==> src/rtl/harmonic_pkg.sv <==
// Shared definitions for the harmonic multiplier sequencer: default widths,
// the derived accumulator width and the sequencer state encoding.
package harmonic_pkg;

   localparam int DEF_DIV_BIT  = 9;
   localparam int DEF_SAMPLE_W = 16;
   localparam int DEF_HARM_BIT = 7;
   localparam int ACC_W        = DEF_SAMPLE_W + DEF_HARM_BIT;

   typedef enum logic [2:0] {
      ST_IDLE,
      ST_RESTART,
      ST_WAIT,
      ST_GUARD1,
      ST_GUARD2,
      ST_DONE
   } seq_state_t;

   // Sum of up to 2^harm_bit-1 sample-width terms never overflows this width.
   function automatic int acc_width(input int sample_w, input int harm_bit);
      return sample_w + harm_bit;
   endfunction

endpackage

==> src/rtl/harmonic_mac.sv <==
// Weighted accumulator: adds floor((sine * multiple) / 2^DIV_BIT) per enable,
// synchronous clear, and exposes the value the register will take next.
import harmonic_pkg::*;

module harmonic_mac #(
   parameter int DIV_BIT  = DEF_DIV_BIT,
   parameter int SAMPLE_W = DEF_SAMPLE_W,
   parameter int SUM_W    = ACC_W
) (
   input  logic                i_Clock,
   input  logic                i_Reset_n,
   input  logic                clear,
   input  logic                enable,
   input  logic [SAMPLE_W-1:0] sine,
   input  logic [DIV_BIT-1:0]  mult,
   output logic [SUM_W-1:0]    sum_next
);

   localparam int PROD_W = SAMPLE_W + DIV_BIT + 1;

   logic signed [PROD_W-1:0]   product;
   logic signed [SAMPLE_W-1:0] term;
   logic signed [SUM_W-1:0]    term_ext;
   logic        [SUM_W-1:0]    acc;

   // The multiple is unsigned, so it gets a zero sign bit before the signed
   // multiply; the arithmetic shift then rounds toward minus infinity.
   always_comb begin
      product  = PROD_W'($signed(sine)) * PROD_W'($signed({1'b0, mult}));
      term     = SAMPLE_W'(product >>> DIV_BIT);
      term_ext = SUM_W'(term);
      if (clear) begin
         sum_next = '0;
      end else if (enable) begin
         sum_next = acc + term_ext;
      end else begin
         sum_next = acc;
      end
   end

   always_ff @(posedge i_Clock or negedge i_Reset_n) begin
      if (!i_Reset_n) begin
         acc <= '0;
      end else begin
         acc <= sum_next;
      end
   end

endmodule

==> src/rtl/harmonic_mult_sequencer.sv <==
// Per-sample-tick sequencer: restarts the scale multiplier, walks harmonics
// 0..N-1 stepping it with Start pulses, and emits the summed additive sample.
import harmonic_pkg::*;

module harmonic_mult_sequencer #(
   parameter int DIV_BIT  = DEF_DIV_BIT,
   parameter int SAMPLE_W = DEF_SAMPLE_W,
   parameter int HARM_BIT = DEF_HARM_BIT
) (
   input  logic                         i_Clock,
   input  logic                         i_Reset_n,
   input  logic                         i_Sample_Tick,
   input  logic [HARM_BIT-1:0]          i_Harmonics,
   output logic                         o_Restart,
   output logic                         o_Start,
   input  logic [DIV_BIT-1:0]           i_Mult,
   input  logic                         i_Mult_Ready,
   output logic [HARM_BIT-1:0]          o_Harmonic,
   input  logic [SAMPLE_W-1:0]          i_Sine,
   output logic [SAMPLE_W+HARM_BIT-1:0] o_Sample,
   output logic                         o_Sample_Valid,
   output logic                         o_Overrun
);

   localparam int SUM_W = acc_width(SAMPLE_W, HARM_BIT);
   localparam logic [HARM_BIT-1:0] HARM_ONE = HARM_BIT'(1);

   seq_state_t state_q, state_d;

   logic [HARM_BIT-1:0] n_q, n_d;
   logic [HARM_BIT-1:0] harm_q, harm_d;
   logic                restart_q, restart_d;
   logic                start_q, start_d;
   logic                valid_q, valid_d;
   logic                overrun_q, overrun_d;
   logic [SUM_W-1:0]    sample_q;
   logic                mac_clear, mac_enable;
   logic [SUM_W-1:0]    sum_next;
   logic                last_harm;

   assign last_harm = (harm_q + HARM_ONE) == n_q;

   harmonic_mac #(
      .DIV_BIT  (DIV_BIT),
      .SAMPLE_W (SAMPLE_W),
      .SUM_W    (SUM_W)
   ) u_mac (
      .i_Clock   (i_Clock),
      .i_Reset_n (i_Reset_n),
      .clear     (mac_clear),
      .enable    (mac_enable),
      .sine      (i_Sine),
      .mult      (i_Mult),
      .sum_next  (sum_next)
   );

   always_ff @(posedge i_Clock or negedge i_Reset_n) begin
      if (!i_Reset_n) begin
         state_q <= ST_IDLE;
      end else begin
         state_q <= state_d;
      end
   end

   // Pulse outputs are decoded from the transition so they appear in the
   // same cycle as the state they belong to while still coming from flops.
   always_comb begin
      state_d    = state_q;
      n_d        = n_q;
      harm_d     = harm_q;
      restart_d  = 1'b0;
      start_d    = 1'b0;
      valid_d    = 1'b0;
      overrun_d  = i_Sample_Tick && (state_q != ST_IDLE);
      mac_clear  = 1'b0;
      mac_enable = 1'b0;
      case (state_q)
         ST_IDLE: begin
            harm_d = '0;
            if (i_Sample_Tick) begin
               n_d       = i_Harmonics;
               mac_clear = 1'b1;
               if (i_Harmonics == '0) begin
                  state_d = ST_DONE;
                  valid_d = 1'b1;
               end else begin
                  state_d   = ST_RESTART;
                  restart_d = 1'b1;
               end
            end
         end
         ST_RESTART: begin
            state_d = ST_WAIT;
         end
         ST_WAIT: begin
            if (i_Mult_Ready) begin
               mac_enable = 1'b1;
               if (last_harm) begin
                  state_d = ST_DONE;
                  valid_d = 1'b1;
               end else begin
                  state_d = ST_GUARD1;
                  start_d = 1'b1;
                  harm_d  = harm_q + HARM_ONE;
               end
            end
         end
         // Ready is stale while the multiplier digests Start; never sample it here.
         ST_GUARD1: begin
            state_d = ST_GUARD2;
         end
         ST_GUARD2: begin
            state_d = ST_WAIT;
         end
         ST_DONE: begin
            state_d = ST_IDLE;
            harm_d  = '0;
         end
         default: begin
            state_d = ST_IDLE;
            harm_d  = '0;
         end
      endcase
   end

   always_ff @(posedge i_Clock or negedge i_Reset_n) begin
      if (!i_Reset_n) begin
         n_q       <= '0;
         harm_q    <= '0;
         restart_q <= 1'b0;
         start_q   <= 1'b0;
         valid_q   <= 1'b0;
         overrun_q <= 1'b0;
         sample_q  <= '0;
      end else begin
         n_q       <= n_d;
         harm_q    <= harm_d;
         restart_q <= restart_d;
         start_q   <= start_d;
         valid_q   <= valid_d;
         overrun_q <= overrun_d;
         if (valid_d) begin
            sample_q <= sum_next;
         end
      end
   end

   assign o_Restart      = restart_q;
   assign o_Start        = start_q;
   assign o_Harmonic     = harm_q;
   assign o_Sample       = sample_q;
   assign o_Sample_Valid = valid_q;
   assign o_Overrun      = overrun_q;

endmodule

==> config.mk <==
export PLATFORM = sky130hd
export DESIGN_NAME = harmonic_mult_sequencer
export DESIGN_NICKNAME = d
export VERILOG_FILES = /design/src/rtl/harmonic_pkg.sv /design/src/rtl/harmonic_mac.sv /design/src/rtl/harmonic_mult_sequencer.sv
export SDC_FILE = /design/constraint.sdc
export NUM_CORES = 1
export LEC_CHECK = 0
export CAP_MARGIN = 30
export CORE_UTILIZATION = 56
export CTS_BUF_LIST = sky130_fd_sc_hd__clkbuf_4 sky130_fd_sc_hd__clkbuf_8
export CTS_CLUSTER_SIZE = 24
export DETAILED_ROUTE_END_ITERATION = 8
export GPL_TIMING_DRIVEN = 0
export HOLD_SLACK_MARGIN = 0.08
export PLACE_DENSITY_LB_ADDON = 0.05
export SLEW_MARGIN = 10
export SYNTH_ARGS = -nofsm -noshare
export SYNTH_HDL_FRONTEND = slang
export SYNTH_SLANG_ARGS = --single-unit
==> constraint.sdc <==
create_clock -name i_Clock -period 2.45 [get_ports i_Clock]
set_input_delay 0.245 -clock i_Clock [delete_from_list [all_inputs] [get_ports i_Clock]]
set_output_delay 0.245 -clock i_Clock [all_outputs]
set_load 0.02 [all_outputs]
-- After elaboration in Yosys (flattened, before gate mapping)
Cells that the tools add are included.
- register bits: 67
- input bits: 36
- output and inout port bits: 34
- word-level logic and storage cells: 55
- add/subtract/negate cells: 2
- multiply operators: 1
- equality and inequality tests: 8
- mux-type cells: 25
- bitwise logic cells: 1
- reduce and logical (&&, ||, !) cells: 9
- operators with widths (operator ; count):
    2-to-1 mux 23 bit ; 2
    multiplier 16 x 10 -> 25 bit ; 1
    adder 23 bit ; 1
    2-to-1 mux 1 bit ; 14
    2-to-1 mux 7 bit ; 2
    one-hot mux 7 bit (2 select lines) ; 1
    2-to-1 mux 3 bit ; 4
    one-hot mux 3 bit (4 select lines) ; 1
    adder 7 x 1 -> 7 bit, second input constant ; 1
    equality test 7 bit ; 1
    logical NOT 7 bit ; 1
    equality test 3 x 2 -> 1 bit, second input constant ; 2
    inequality test 2 bit, second input constant ; 3
    AND reduction 2 bit ; 2
    equality test 3 x 1 -> 1 bit, second input constant ; 1
    equality test 3 bit, second input constant ; 1
    logical NOT 3 bit ; 1
    AND reduction 3 bit ; 1
    nonzero test 3 bit ; 1
    OR reduction 3 bit ; 1
    one-hot mux 1 bit (2 select lines) ; 1
    OR reduction 2 bit ; 1
    logical AND 1 bit ; 1
    inverter 1 bit ; 1

-- Depth between registers and ports, before layout
Gate-level depths: netlist of run 1.
- depth after elaboration: 5
- gate-level depth with buffers: 32
- depth with buffers taken out: 31

-- Hierarchy
From an unflattened synthesis of run 1, not the netlist that was laid out.
- cell total of the unflattened synthesis: 966
- area, all modules: 8991.1 µm²
- modules (own cells, without submodules) (module ; instances ; cells each ; area an instance (µm²) ; seq. area each (µm²)):
    harmonic_mac ; 1 ; 800 ; 6980.4 ; 575.6
    harmonic_mult_sequencer ; 1 ; 166 ; 2010.7 ; 1101.1

-- Worst setup path after synthesis of run 1
No wires, ideal clock.
- path kind: input to register
- start point: input i_Mult[4]
- end point: register sample_q[22] (netlist: o_Sample[22])
- setup time: 0.121 ns
- data arrival time: 7.119 ns
- data required time: 2.329 ns
- path slack: -4.790 ns
- stages on the path: 29
- buffers on the path: 1
- cell sequence: clkbuf_1 > nand2_1 > fa_1 > fa_1 > inv_1 > fa_1 > fa_1 > inv_1 > fa_1 > inv_1 > ha_1 > a211oi_2 > or3b_1 > a41oi_1 > nor2b_1 > o21a_1 > nor2_1 > o21ai_0 > xor2_1 > ha_1 > o211ai_1 > a21boi_0 > o2111ai_2 > o2111ai_1 > o2111a_1 > a311oi_2 > xnor2_1 > xor2_1 > a22o_1
- longest elaborated chain between the ends: 4
- ends and longest elaborated chain (element ; line ; RTL):
    start: declaration ; harmonic_mult_sequencer.sv:16 ; input logic [DIV_BIT-1:0] i_Mult,
    multiplier 16 x 10 -> 25 bit ; harmonic_mac.sv:29 ; product = PROD_W'($signed(sine)) * PROD_W'($signed({1'b0, mult}));
    adder 23 bit ; harmonic_mac.sv:35 ; sum_next = acc + term_ext;
    2-to-1 mux 23 bit ; harmonic_mac.sv:34 ; end else if (enable) begin
    2-to-1 mux 23 bit ; harmonic_mac.sv:32 ; if (clear) begin
    end signal: assignment ; harmonic_mult_sequencer.sv:143 ; sample_q <= sum_next;
    end: declaration ; harmonic_mult_sequencer.sv:36 ; logic [SUM_W-1:0] sample_q;
No other way between the ends.
A chain may end at the register's enable or synchronous reset.

-- Worst setup path in the final report of run 1
- start point: input i_Mult[3]
- end point: register sample_q[14] (netlist: o_Sample[14])
Same word-level chain as after synthesis.

==> flow_metrics.py, run 1 <==
metrics = {
    "sta": {
        "slew_headroom_pct": 43.7,
        "clock.fmax_ghz": 0.146,
        "period_needed_ps": 6830,
        "tns_ps": -172340,
        "tightest_slew_ps": 837,
        "fin_crit_sh_pct": 279,
        "skew_ps": 13.9,
        "setup_violations": 46,
        "maxSlewViolCount": 0,
        "setup_ws_ps": -4380,
        "hold_viol_final": 0,
        "rsz0062_at_grt": "true",
    },
    "logic_synthesis": {
        "synth_area_leader_cell": "fa_1",
        "synth_area_um2": 8760,
        "synth_edf_count": 0,
        "ys.flop_type": "dfrtp_1",
        "synth_nets": 1206,
        "synthDistinctLibCells": 65,
        "synthArstFlopShare_pct": 100,
        "synth_top_area_share_pct": 27.2,
        "syn_inst": 974,
        "yosysWarnings": 0,
        "synth_area_per_cell_um2": 8.99,
        "ys_top_cells_by_area": "fa_1, dfrtp_1, ha_1",
        "seq_area_frac_synth_pct": 19.1,
        "synth-seq-cells": 67,
    },
    "worst_setup_path": {
        "timing.rr.end": "o_Sample[22]$_DFFE_PN0P_",
        "crit_arrival_ps": 7040,
        "crit_slowest_cell": "fa_1",
        "cp.required_ps": 2670,
        "reg2reg_slack_ps": -380,
        "critPathLaunchType": "primary input",
        "cp_slowest_stage_delay_ps": 530,
        "startpoint": "i_Mult[3]",
        "end_kind": "register",
        "path_class": "primary input to register",
        "r2r_start": "u_mac.acc[0]$_DFF_PN0_",
        "worstRegToRegCells": 12,
        "crit_fanout": 7,
    },
    "cts": {
        "clk_pin_slew_ps": 70,
        "cts_htree_levels": 3,
        "clk_path_buf_depth": 2,
        "cts_tree": "done",
        "numClockSinks": 67,
        "clock-root-buffer": "clkbuf_8",
        "insertion_delay_ps": 360,
        "cts_buffers": 9,
    },
    "layout": {
        "diodes": 0,
        "fin_nets": 1342,
        "finalNonFillerCells": 1326,
        "layout-area-overhead-vs-synth_pct": 29.0,
        "drive_above_1_share_pct": 23.2,
        "utilization_pct": 74.1,
    },
    "detailed_routing": {
        "wl_per_cell_um": 16.3,
        "viasPerCell": 5.39,
        "vias": 7142,
        "dr.pass1.iters": 5,
        "drt_iter0_markers": 364,
        "detail-route-antenna-nets": 0,
        "drcViolationCount": 0,
        "drt_wl_total_mm": 21.6,
    },
    "die": {
        "initial_core_util_pct": 57.4,
        "rows": 45,
        "die_area_um2": 16100,
        "die_height_um": 127,
        "core_um2": 15300,
        "die_x_um": 127,
        "io_pins": 70,
    },
    "place": {
        "portBuffers": 58,
        "gp_congestion": 0.818,
        "dpl.hpwl_mm": 15.5,
        "pre_cts_ws_ps": -5830,
        "dp_cells": 1244,
    },
    "grt": {
        "grt_pass1_vias": 7598,
        "grt_antenna_before_repair": 0,
        "grt_pass1_wl_mm": 36.3,
        "grt_usage_pct": 28.6,
        "grt_max_degree": 55,
        "overflow": 0,
    },
    "outcome": {
        "violations": "setup timing",
        "status": "complete, but fails checks",
    },
    "run": {
        "timing.max_cap.violations": 0,
    },
    "min_path": {
        "hp-class": "primary input to async pin",
    },
}
-- how the worst max path moves through the flow --
| stage | slack, ps | to | depth (start not counted) |
|---|---|---|---|
| floorplan | -4240 | o_Sample[22]$_DFFE_PN0P_ | 30 |
| global placement | -5680 | o_Sample[22]$_DFFE_PN0P_ | 28 |
| detailed placement | -5830 | o_Sample[22]$_DFFE_PN0P_ | 28 |
| CTS | -4280 | o_Sample[22]$_DFFE_PN0P_ | 30 |
| global route | -4660 | o_Sample[22]$_DFFE_PN0P_ | 31 |
| finish | -4380 | o_Sample[14]$_DFFE_PN0P_ | 32 |
-- final cells by class --
class / instances / area, um^2
multi-input cells: 718 / 7050
fillers: 1158 / 3960
flip-flops and latches: 67 / 1680
repair buffers: 125 / 1150
inverters: 157 / 594
plain buffers: 32 / 370
well taps: 211 / 264
clock buffers: 15 / 194
clock inverters: 1 / 5.00
-- synthesized netlist by cell type (4+ instances only) --
master      n
mux2_2      4
a21oi_1    35
dfrtp_1    67
xor2_1     15
and2_1     67
xnor2_1    28
and3_1      7
a211oi_1    4
nand2b_1    6
nand3_1     9
inv_1     156
nor2_1     39
o31ai_1     5
nand4_1     4
nand2_1   176
fa_1      119
o21ai_0    21
nor2b_1     6
ha_1       77
nor3_1     12
o21bai_1    7
clkbuf_1   27
a22o_1      8
o211ai_1    7
a21o_1     14
o21a_1      7
-- sequential cells by signal, summed over array words and instances, names as in the netlist --
| register | cells |
|---|---|
| o_Restart | 1 |
| o_Overrun | 1 |
| u_mac.acc | 23 |
| o_Harmonic | 7 |
| o_Start | 1 |
| o_Sample | 23 |
| o_Sample_Valid | 1 |
| state_q | 3 |
| n_q | 7 |
-- cells by family after synthesis --
group | count (synthesis) | synth area share [%]
xor gates and xnor gates | 43 | 4.30
and+or+nand+nor | 338 | 18.1
AOI/OAI and AO/OA | 133 | 10.8
buffers and inverters | 189 | 8.47
muxes | 8 | 1.00
adders and majority gates | 196 | 38.2
DFF | 67 | 19.1
-- layer usage --
metal | global-route usage [%] | share of wire (%)
met2 | 50.8 | 51
met4 | 6.02 | 1.4
met1 | 36.6 | 43
met3 | 5.23 | 4.6
met5 | 0 | 0
-- worst max-delay path, delay by kind of cell --
| family | cells | cell delay, ps |
|---|---|---|
| adders and majority gates | 7 | 2840 |
| AOI/OAI and AO/OA | 9 | 2010 |
| and+or+nand+nor | 6 | 860 |
| buffers and inverters | 9 | 770 |
| muxes | 1 | 330 |
-- cell usage in the layout (no fill, tap or decap), types with 6 or more instances in the layout --
cell type	instances
clkdlybuf4s50_1	44
nor3_1	9
buf_2	8
a21o_1	14
xnor2_2	6
xnor2_1	20
clkbuf_16	7
o21a_1	6
a21oi_1	10
nand2_1	167
clkbuf_8	19
ha_2	7
ha_1	60
o21ai_0	8
o211ai_1	7
a21oi_2	24
clkbuf_1	6
inv_1	149
nor2_1	33
nand2b_1	6
buf_4	55
nand3_1	6
buf_6	14
o21ai_1	10
dfrtp_1	65
fa_1	114
clkbuf_2	8
ha_4	10
inv_2	7
and2_1	65
xor2_1	13
a22o_1	8
-- per-stage QoR --
stage	hold WS, ps	cell area [um^2]
2_1_floorplan	-50.6	9070
3_3_place_gp	454	9920
3_5_place_dp	114	9940
4_1_cts	273	10900
5_1_grt	285	11300
6_report	282	11300
-- timing repair --
action / in CTS / in global routing
buffers inserted: 47 / 20
resized for setup: 158 / 72
hold endpoints to repair: 67 / 0
setup endpoints to repair: 60 / 58
pin swaps: 73 / 81
cloned: 0 / 0
hold buffers: 1 / 0
Power of run 1 is left out: the tool's default activity adds up to more than one toggle a clock period on the data nets, which glitch-free logic cannot reach.
==> inputs of run 2 (changes only) <==
Settings changed: SLEW_MARGIN 10 to 20, SYNTH_HIERARCHICAL from default to 1.
==> flow_metrics.py, run 2 <==
metrics = {
    "worst_setup_path": {
        "startpoint": "i_Sine[6]",
        "reg2reg_slack_ps": -800,
        "path_class": "primary input to register",
        "critPathMostFrequentCell": "fa_1",
        "crit_arrival_ps": 7080,
        "cp_slowest_stage_delay_ps": 550,
        "crit_slowest_cell": "fa_1",
        "r2r_start": "state_q[1]$_DFFE_PN0P_",
        "cp.required_ps": 2680,
        "critPathTopFamily": "adder cells",
        "worstRegToRegCells": 8,
        "end_kind": "register",
        "crit_fanout": 9,
        "timing.rr.end": "o_Sample[9]$_DFFE_PN0P_",
        "cp_num_buf_inv": 7,
        "cp.depth": 31,
        "crit_end": "o_Sample[22]$_DFFE_PN0P_",
        "critPathLaunchType": "primary input",
    },
    "die": {
        "core_um2": 15400,
        "die_x_um": 129,
        "die_height_um": 129,
        "rows": 45,
        "initial_core_util_pct": 58.3,
        "die_area_um2": 16600,
        "io_pins": 70,
    },
    "layout": {
        "diodes": 0,
        "utilization_pct": 76.2,
        "seqCellArea_um2": 1680,
        "layout_commonest_cell": "inv_1",
        "layout-area-overhead-vs-synth_pct": 30.7,
        "fin_nets": 1342,
        "fin_area_um2": 11800,
        "final_cell_mix": "inv_1, nand2_1, fa_1, dfrtp_1, buf_4",
        "multiInputGateArea_um2": 7350,
        "finalNonFillerCells": 1325,
        "drive_above_1_share_pct": 26.5,
        "num-fill-cells": 1082,
    },
    "logic_synthesis": {
        "seq_area_frac_synth_pct": 18.6,
        "synth_nets": 1198,
        "synthAdderAreaFrac_pct": 37.2,
        "yosysMostFrequentCell": "inv_1",
        "synth_area_leader_cell": "fa_1",
        "synth_top_area_share_pct": 26.5,
        "synth_top_family_by_area": "adder cells",
        "synth_compound_area_share_pct": 10.4,
        "synth_edf_count": 0,
        "synth-simple-area-share_pct": 16.7,
        "yosysWarnings": 6,
        "ys_top_cells_by_area": "fa_1, dfrtp_1, ha_1",
        "syn_inst": 966,
        "synth_area_um2": 8990,
        "synthMuxAreaShare_pct": 4.68,
        "synth_area_per_cell_um2": 9.31,
        "synth-seq-cells": 67,
        "ys.flop_type": "dfrtp_1",
        "synthDistinctLibCells": 68,
        "synthArstFlopShare_pct": 100,
        "synth-xor-area-share_pct": 3.80,
        "ys_top_cells_by_count": "inv_1, nand2_1, fa_1",
    },
    "grt": {
        "grt_use_met3_pct": 3.78,
        "grt_antenna_before_repair": 0,
        "overflow": 0,
        "busiest_layer": "met2",
        "grt_usage_pct": 26.4,
        "grt_pass1_wl_mm": 34.5,
        "use_met2_pct": 44.2,
        "grt_pass1_vias": 7117,
        "gr-usage-met1_pct": 36.4,
        "grt_max_degree": 58,
    },
    "sta": {
        "maxSlewViolCount": 0,
        "setup_violations": 46,
        "fin_crit_sh_pct": 280,
        "skew_ps": 6.09,
        "clock.fmax_ghz": 0.146,
        "setup_ws_ps": -4410,
        "period_needed_ps": 6860,
        "tightest_slew_ps": 836,
        "tns_ps": -171760,
        "hold_viol_final": 0,
        "rsz0062_at_grt": "true",
        "slew_headroom_pct": 43.8,
    },
    "outcome": {
        "status": "complete, but fails checks",
        "violations": "setup timing",
    },
    "min_path": {
        "hp-class": "primary input to async pin",
    },
    "place": {
        "place_area_um2": 10400,
        "portBuffers": 58,
        "gp_congestion": 0.850,
        "dpl.hpwl_mm": 15.3,
        "dp_cells": 1236,
    },
    "detailed_routing": {
        "wl_per_cell_um": 16.3,
        "viasPerCell": 5.37,
        "vias": 7119,
        "drcViolationCount": 0,
        "detail-route-antenna-nets": 0,
        "dr.pass1.iters": 4,
        "drt_iter0_markers": 361,
        "drt_wl_total_mm": 21.6,
    },
    "cts": {
        "numClockSinks": 67,
        "cts_htree_levels": 3,
        "cts_tree": "done",
        "clk_path_buf_depth": 2,
        "clk_pin_slew_ps": 70,
        "insertion_delay_ps": 340,
        "cts_buffers": 9,
        "clock-root-buffer": "clkbuf_8",
    },
    "run": {
        "timing.max_cap.violations": 0,
    },
}
## run 2: changes by cell type after synthesis, sizes merged, moves of 6 or more
| cell | before | now |
|---|---|---|
| nor4 | 1 | 7 |
| inv | 157 | 165 |
| mux2i | 2 | 9 |
| a22o | 8 | 2 |
| nand2 | 177 | 132 |
| mux2 | 6 | 26 |
| a21oi | 36 | 29 |
## run 2: per-stage QoR
step	hold slack [ps]	worst slack, ps
after floorplan	-50.6	-4250
after global placement	468	-5770
after detailed placement	101	-5820
after CTS	269	-4410
after global routing	279	-4660
final	285	-4410
## run 2: final cells by class
cell class / instances / area share (%)
timing repair buffer: 133 / 10.5
inverter: 166 / 5.33
clock inverter: 1 / 0.0639
buffer: 30 / 3.42
tap: 211 / 2.25
sequential: 67 / 14.3
multi-input combinational: 703 / 62.6
clock buffer: 14 / 1.53
## run 2: how the worst min path moves through the flow
stage,start,endpoint,slack [ps]
3_3_place_gp,o_Sample[10]$_DFFE_PN0P_,o_Sample[10]$_DFFE_PN0P_,470
4_1_cts,i_Reset_n,o_Start$_DFF_PN0_,270
6_report,i_Reset_n,o_Start$_DFF_PN0_,280
2_1_floorplan,i_Reset_n,n_q[0]$_DFFE_PN0P_,-50
3_5_place_dp,i_Reset_n,o_Harmonic[5]$_DFFE_PN0P_,100
5_1_grt,i_Reset_n,o_Start$_DFF_PN0_,280
## run 2: worst register-to-register path, stage by stage, from the launching register on
cell and delay [ps]:
dfrtp_1 360, clkbuf_1 190, nor3_1 250, nand2_1 330, clkinvlp_4 360, clkbuf_1 660, clkbuf_1 520, nor2_1 180
mux2_4 290
## run 2: cell families after synthesis
logic type / Yosys count
xor+xnor: 39
fa+ha+maj: 196
simple gates: 307
mux: 35
compound gates: 126
buf+inv: 196
flops: 67
## run 2: timing repair
| item | in CTS | in global routing |
|---|---|---|
| hold buffers | 1 | 0 |
| hold endpoints to repair | 67 | 0 |
| pin swaps | 65 | 85 |
| gates resized for setup | 144 | 79 |
| cloned | 0 | 1 |
| setup endpoints to repair | 54 | 54 |
| buffers inserted | 37 | 35 |
## run 2: metal layers
| layer | vias to the layer above | share of wire [%] |
|---|---|---|
| met5 | - | 0 |
| met3 | 34 | 4.1 |
| li1 | 3398 | - |
| met1 | 3517 | 45 |
| met2 | 170 | 49 |
| met4 | 0 | 1.9 |
Power of run 2 is left out for the same reason.
